===== src/rtl/divmmc_pkg.sv =====
// Shared DivMMC definitions: Z80 I/O port numbers, SPI sequencer state
// encoding and the default SCK half-period. The memory mapper imports the
// port constants from here as well.
package divmmc_pkg;

    localparam logic [7:0] PORT_CS   = 8'hE7;
    localparam logic [7:0] PORT_DATA = 8'hEB;

    localparam int unsigned DIV_DEFAULT = 1;

    typedef enum logic {
        IDLE  = 1'b0,
        SHIFT = 1'b1
    } spi_state_t;

endpackage


===== src/rtl/spi_shifter.sv =====
// SPI mode-0 byte shifter: SCK divider, 8-bit shift register, bit counter
// and a one-tick done strobe. "result" carries the completed byte while
// done is high.
module spi_shifter
    import divmmc_pkg::*;
#(
    parameter int unsigned DIV = DIV_DEFAULT
) (
    input  logic       clock,
    input  logic       reset,
    input  logic       ce,
    input  logic       start,
    input  logic [7:0] din,
    input  logic       miso,
    output logic       sck,
    output logic       mosi,
    output logic       busy,
    output logic       done,
    output logic [7:0] result
);

    localparam logic [3:0] DIV_LAST = 4'(DIV - 1);

    spi_state_t state, state_nx;
    logic [3:0] divcnt;
    logic [2:0] count;
    logic [7:0] sr;
    logic       latch;
    logic       load;
    logic       half;

    // state register
    always_ff @(posedge clock) begin
        if (reset)
            state <= IDLE;
        else if (ce)
            state <= state_nx;
    end

    // next state, strobes and outputs
    always_comb begin
        state_nx = state;
        load     = 1'b0;
        half     = 1'b0;
        done     = 1'b0;
        busy     = 1'b0;
        mosi     = 1'b1;
        result   = {sr[6:0], latch};
        case (state)
            IDLE: begin
                load = ce & start;
                if (start)
                    state_nx = SHIFT;
            end
            SHIFT: begin
                busy = 1'b1;
                mosi = sr[7];
                half = ce & (divcnt == DIV_LAST);
                // final falling edge: sck is high and seven bits already shifted
                done = half & sck & (count == 3'd7);
                if (done)
                    state_nx = IDLE;
            end
            default: state_nx = IDLE;
        endcase
    end

    // divider, sck and shift datapath
    always_ff @(posedge clock) begin
        if (reset) begin
            sck    <= 1'b0;
            divcnt <= '0;
            count  <= '0;
            sr     <= '1;
            latch  <= 1'b1;
        end else if (ce) begin
            if (load) begin
                sr     <= din;
                count  <= '0;
                divcnt <= '0;
                sck    <= 1'b0;
            end else if (state == SHIFT) begin
                if (half) begin
                    divcnt <= '0;
                    sck    <= ~sck;
                    if (!sck) begin
                        latch <= miso;
                    end else begin
                        sr    <= {sr[6:0], latch};
                        count <= count + 3'd1;
                    end
                end else begin
                    divcnt <= divcnt + 4'd1;
                end
            end
        end
    end

endmodule


===== src/rtl/divmmc_spi.sv =====
// DivMMC SD-card SPI master. Decodes port E7h (card select) and EBh (data);
// each EBh access runs one 8-bit mode-0 transfer.
// Optional macro DIVMMC_SPI_WAIT_EN: an EBh access arriving mid-byte is
// queued and the CPU is held on WAIT until it can start; without it such an
// access is dropped and cpuwait stays high.
module divmmc_spi
    import divmmc_pkg::*;
#(
    parameter int unsigned DIV = DIV_DEFAULT
) (
    input  logic       clock,
    input  logic       reset,
    input  logic       ce,
    input  logic       enable,
    input  logic       iorq,
    input  logic       rd,
    input  logic       wr,
    input  logic [7:0] a,
    input  logic [7:0] d,
    output logic [7:0] q,
    output logic       qe,
    output logic       cpuwait,
    output logic       cs,
    output logic       sck,
    output logic       mosi,
    input  logic       miso
);

    logic       wr_e7, wr_eb, rd_eb;
    logic       access, prev, trig, trig_eb;
    logic       busy, done, start;
    logic [7:0] din, result;

    // port decode and access edge
    always_comb begin
        wr_e7   = enable & ~iorq & ~wr & (a == PORT_CS);
        wr_eb   = enable & ~iorq & ~wr & (a == PORT_DATA);
        rd_eb   = enable & ~iorq & ~rd & (a == PORT_DATA);
        qe      = ~reset & rd_eb;
        access  = wr_e7 | wr_eb | rd_eb;
        trig    = ce & access & ~prev;
        trig_eb = trig & (wr_eb | rd_eb);
    end

    // previous-access register, one trigger per bus cycle
    always_ff @(posedge clock) begin
        if (reset)
            prev <= 1'b0;
        else if (ce)
            prev <= access;
    end

    // chip select and received-byte register
    always_ff @(posedge clock) begin
        if (reset) begin
            cs <= 1'b1;
            q  <= 8'hFF;
        end else if (ce) begin
            if (trig & wr_e7)
                cs <= d[0];
            if (done)
                q <= result;
        end
    end

`ifdef DIVMMC_SPI_WAIT_EN
    logic       pending, pend_rd;
    logic [7:0] pend_d;

    // single pending slot for an access that lands while a byte is shifting
    always_ff @(posedge clock) begin
        if (reset) begin
            pending <= 1'b0;
            pend_rd <= 1'b0;
            pend_d  <= '0;
        end else if (ce) begin
            if (pending && !busy) begin
                pending <= 1'b0;
            end else if (trig_eb && busy && !pending) begin
                pending <= 1'b1;
                pend_rd <= rd_eb;
                pend_d  <= d;
            end
        end
    end

    // start source select: a pending access wins on the first idle tick
    always_comb begin
        start   = trig_eb & ~busy;
        din     = rd_eb ? 8'hFF : d;
        cpuwait = ~pending;
        if (pending) begin
            start = ~busy;
            din   = pend_rd ? 8'hFF : pend_d;
        end
    end
`else
    // start only from idle; accesses during a byte are dropped
    always_comb begin
        start   = trig_eb & ~busy;
        din     = rd_eb ? 8'hFF : d;
        cpuwait = 1'b1;
    end
`endif

    spi_shifter #(
        .DIV(DIV)
    ) u_shifter (
        .clock  (clock),
        .reset  (reset),
        .ce     (ce),
        .start  (start),
        .din    (din),
        .miso   (miso),
        .sck    (sck),
        .mosi   (mosi),
        .busy   (busy),
        .done   (done),
        .result (result)
    );

endmodule

===== config.mk =====
export PLATFORM = sky130hd
export DESIGN_NAME = divmmc_spi
export DESIGN_NICKNAME = d
export VERILOG_FILES = /design/src/rtl/divmmc_pkg.sv /design/src/rtl/spi_shifter.sv /design/src/rtl/divmmc_spi.sv
export SDC_FILE = /design/constraint.sdc
export NUM_CORES = 1
export LEC_CHECK = 0
export CAP_MARGIN = 20
export CORE_ASPECT_RATIO = 0.9
export CORE_MARGIN = 1.5
export CORE_UTILIZATION = 48
export CTS_BUF_LIST = sky130_fd_sc_hd__clkbuf_8
export DETAILED_ROUTE_END_ITERATION = 16
export GPL_TIMING_DRIVEN = 0
export PLACE_DENSITY = 0.91
export SLEW_MARGIN = 25
export SYNTH_ARGS = -nofsm -noshare
export SYNTH_HDL_FRONTEND = slang
export SYNTH_SLANG_ARGS = --single-unit

===== constraint.sdc =====
create_clock -name clock -period 3 [get_ports clock]
set_clock_uncertainty 0.2 [all_clocks]
set_input_delay 0.45 -clock clock [delete_from_list [all_inputs] [get_ports clock]]
set_output_delay 0.45 -clock clock [all_outputs]
set_load 0.01 [all_outputs]

==> flow_summary.ini <==
[status]
status = finished clean

[clocking]
clk_pin_slew_ns = 0.09
cts_sinks = 28
cts_tree = yes
cts_buffers = 3
post_cts_buffers = 0
cts-root-buf = clkbuf_8
cts_hold_buf = 0
htreeDepth = 1
clockBufferDepth = 2
clock_latency_ns = 0.28
cts_resized = 1

[placement]
port-buffer-count = 35
dp.cells = 198
hpwl_um = 2250
gp_congestion = 0.743

[critical_path]
cp_top_family = simple AND/OR/NAND/NOR gates
crit_slowest_cell = or4b_2
cp.arrival_ns = 2.20
crit_required_ns = 2.35
start_kind = input port
max_stage_delay_ns = 0.67
crit_type = input port to output port
critPathMaxFanout = 3
end_kind = output port
path_buf_inv = 2
critical_path.cell_chain = clkdlybuf4s50_1, nand2b_1, or4b_2, nor3_1, dlygate4sd2_1

[timing]
slew_headroom_pct = 58.4
tightest_slew_ns = 0.625
max_clock_freq_mhz = 351
finalSetupViolations = 0
period_share_pct = 94.9
drv_slew = 0
hold_violations = 0
holdWs_ns = 0.269
rsz0062_at_grt = no
min_period_ns = 2.85

[floorplanning]
die_x_um = 57.4
pin_count = 37
dieArea_um2 = 2980
initial_utilization_pct = 51.4
coreArea_um2 = 2490
rows = 17
die_h_um = 52.0

[synth]
synth_cell_type_count = 33
synth_area_um2 = 1280
syn_nets = 163
synth_top_area_share_pct = 43.8
ys_seq_elements = 28
syn_inst = 135
yosysSeqAreaShare_pct = 43.8
synth_area_leader_cell = dfxtp_1
synth_warnings = 0
synth_area_leaders = dfxtp_1 (44%), a211o_1 (5.5%), o22a_1 (5.5%)
avgSynthCellArea_um2 = 9.47

[grt]
use_met2_pct = 43.2
grt_pass1_vias = 1226
grt_max_degree = 17
use_met1_pct = 22.9
grt_pass1_wl_um = 5020
grt.busiest_layer = met2
gr-total-overflow = 0
antenna_found_initial = 0
grt_util_met3_pct = 5.22
grtUsageTotal_pct = 22.2

[route]
routed_via_density = 5.56
drt_iter0_markers = 26
ant_nets = 0
wirelength_um = 2980
drc = 0
vias = 1124
wl_per_cell_um = 14.8
drtPass1Iterations = 4

[pwr]
p_leak_nw = 0.753
irDropWorstVdd_uv = 461
p_total_mw = 0.716
power_per_cell_area_nw_per_um2 = 413

[final_layout]
fillers = 194
final_cell_count_no_fill = 202
nets = 203
multi_input_area_um2 = 648
drive_above_1_share_pct = 8.05
regArea_um2 = 561
syn2layout_area_growth_pct = 35.6
antenna_cells = 0

[hold_path]
holdCritPathClass = flip-flop to flip-flop

[job]
cap_viol_max_count = 0
-- per-stage QoR --
step / cell area, um^2 / TNS, ns / worst slack [ns] / util (%)
CTS: 1730 / 0 / 0.143 / 69.7
global placement: 1660 / -0.119 / -0.119 / 66.9
floorplan: 1280 / 0 / 0.802 / -
detailed placement: 1660 / -0.134 / -0.134 / 66.9
global route: 1730 / 0 / 0.0570 / 69.7
finish: 1730 / 0 / 0.153 / 69.7
-- cell usage after synthesis --
master     instances
nand3_1            3
ha_1               4
a21oi_1            4
mux2_2             6
conb_1             1
xor2_1             3
a311o_1            1
and3_1             1
a2bb2oi_1          1
o21bai_1           2
buf_4              1
mux2i_1            5
or4b_1             1
o22a_1             8
nor3_1             3
nand2_1            5
nand4_1            2
nor3b_1            2
a2111o_1           1
buf_2              2
and4b_1            1
a211o_1            8
nor2_1            17
clkbuf_1           3
and2_1             2
or4b_2             1
dfxtp_1           28
and3b_1            1
a21boi_0           1
nor4_1             1
inv_1             11
xnor2_1            1
nand2b_1           4
-- placed cells by master, fill, tap and decap left out, types with 2 or more instances in the layout --
master	netlist	routed
dfxtp_1	28	28
nor2_1	17	17
nand2b_1	4	4
nor3b_1	2	2
xor2_1	3	3
o22a_1	8	8
nand2_1	5	5
a211o_1	8	8
clkbuf_8	0	3
nand4_1	2	2
and2_1	2	2
mux2_2	6	6
nand3_1	3	3
clkbuf_1	3	3
clkdlybuf4s50_1	0	34
a21oi_1	4	4
mux2i_1	5	5
ha_1	4	4
nor3_1	3	3
inv_1	11	11
buf_2	2	2
o21bai_1	2	2
-- logic make-up (layout without fill, tap and decap cells) --
logic type / count (synthesis) / after routing / share of synthesized area (%)
flops: 28 / 28 / 43.8
xor+xnor: 4 / 4 / 2.74
simple gates: 44 / 44 / 17.9
other cells: 1 / 1 / 0.293
buf+inv: 17 / 56 / 5.48
compound gates: 26 / 26 / 16.6
fa+ha+maj: 4 / 4 / 3.91
mux: 11 / 11 / 9.20
-- layout make-up --
cell class                 instances  area share, %
multi-input combinational         90           37.4
sequential                        28           32.3
timing repair buffer              35           20.1
clock buffer                       3           2.38
inverter                          11           2.38
tap                               28           2.02
clock inverter                     1           1.73
buffer                             6           1.66
-- routing by layer --
metal	routed length, um	part of all wire, %	up-vias
li1	-	-	552
met5	0	0	-
met2	1550	52	44
met1	1180	40	523
met4	38	1.3	0
met3	214	7.2	5
-- path summary, 6_finish.rpt --
path,startpoint,to,slack [ns],cells after the start
min reg2reg,q[0]$_SDFFE_PP1P_,q[0]$_SDFFE_PP1P_,0.27,1
max,a[2],qe,0.15,5
max reg2reg,u_shifter.divcnt[0]$_SDFFE_PP0P_,u_shifter.sr[5]$_SDFFE_PP1P_,0.58,7
min,q[0]$_SDFFE_PP1P_,q[0]$_SDFFE_PP1P_,0.27,1
-- report_power, final --
part	switching [mW]	total, mW	internal, mW
registers	0.0000455	0.371	0.371
logic	0.0170	0.0493	0.0323
clock network	0.116	0.295	0.179
-- flip-flops by register name, summed over array words and instances (netlist names) --
register          cells
u_shifter.sr          8
cs                    1
u_shifter.sck         1
u_shifter.state       1
u_shifter.count       3
prev                  1
q                     8
u_shifter.divcnt      4
u_shifter.latch       1
No activity file was read; power rests on OpenSTA's default activity.
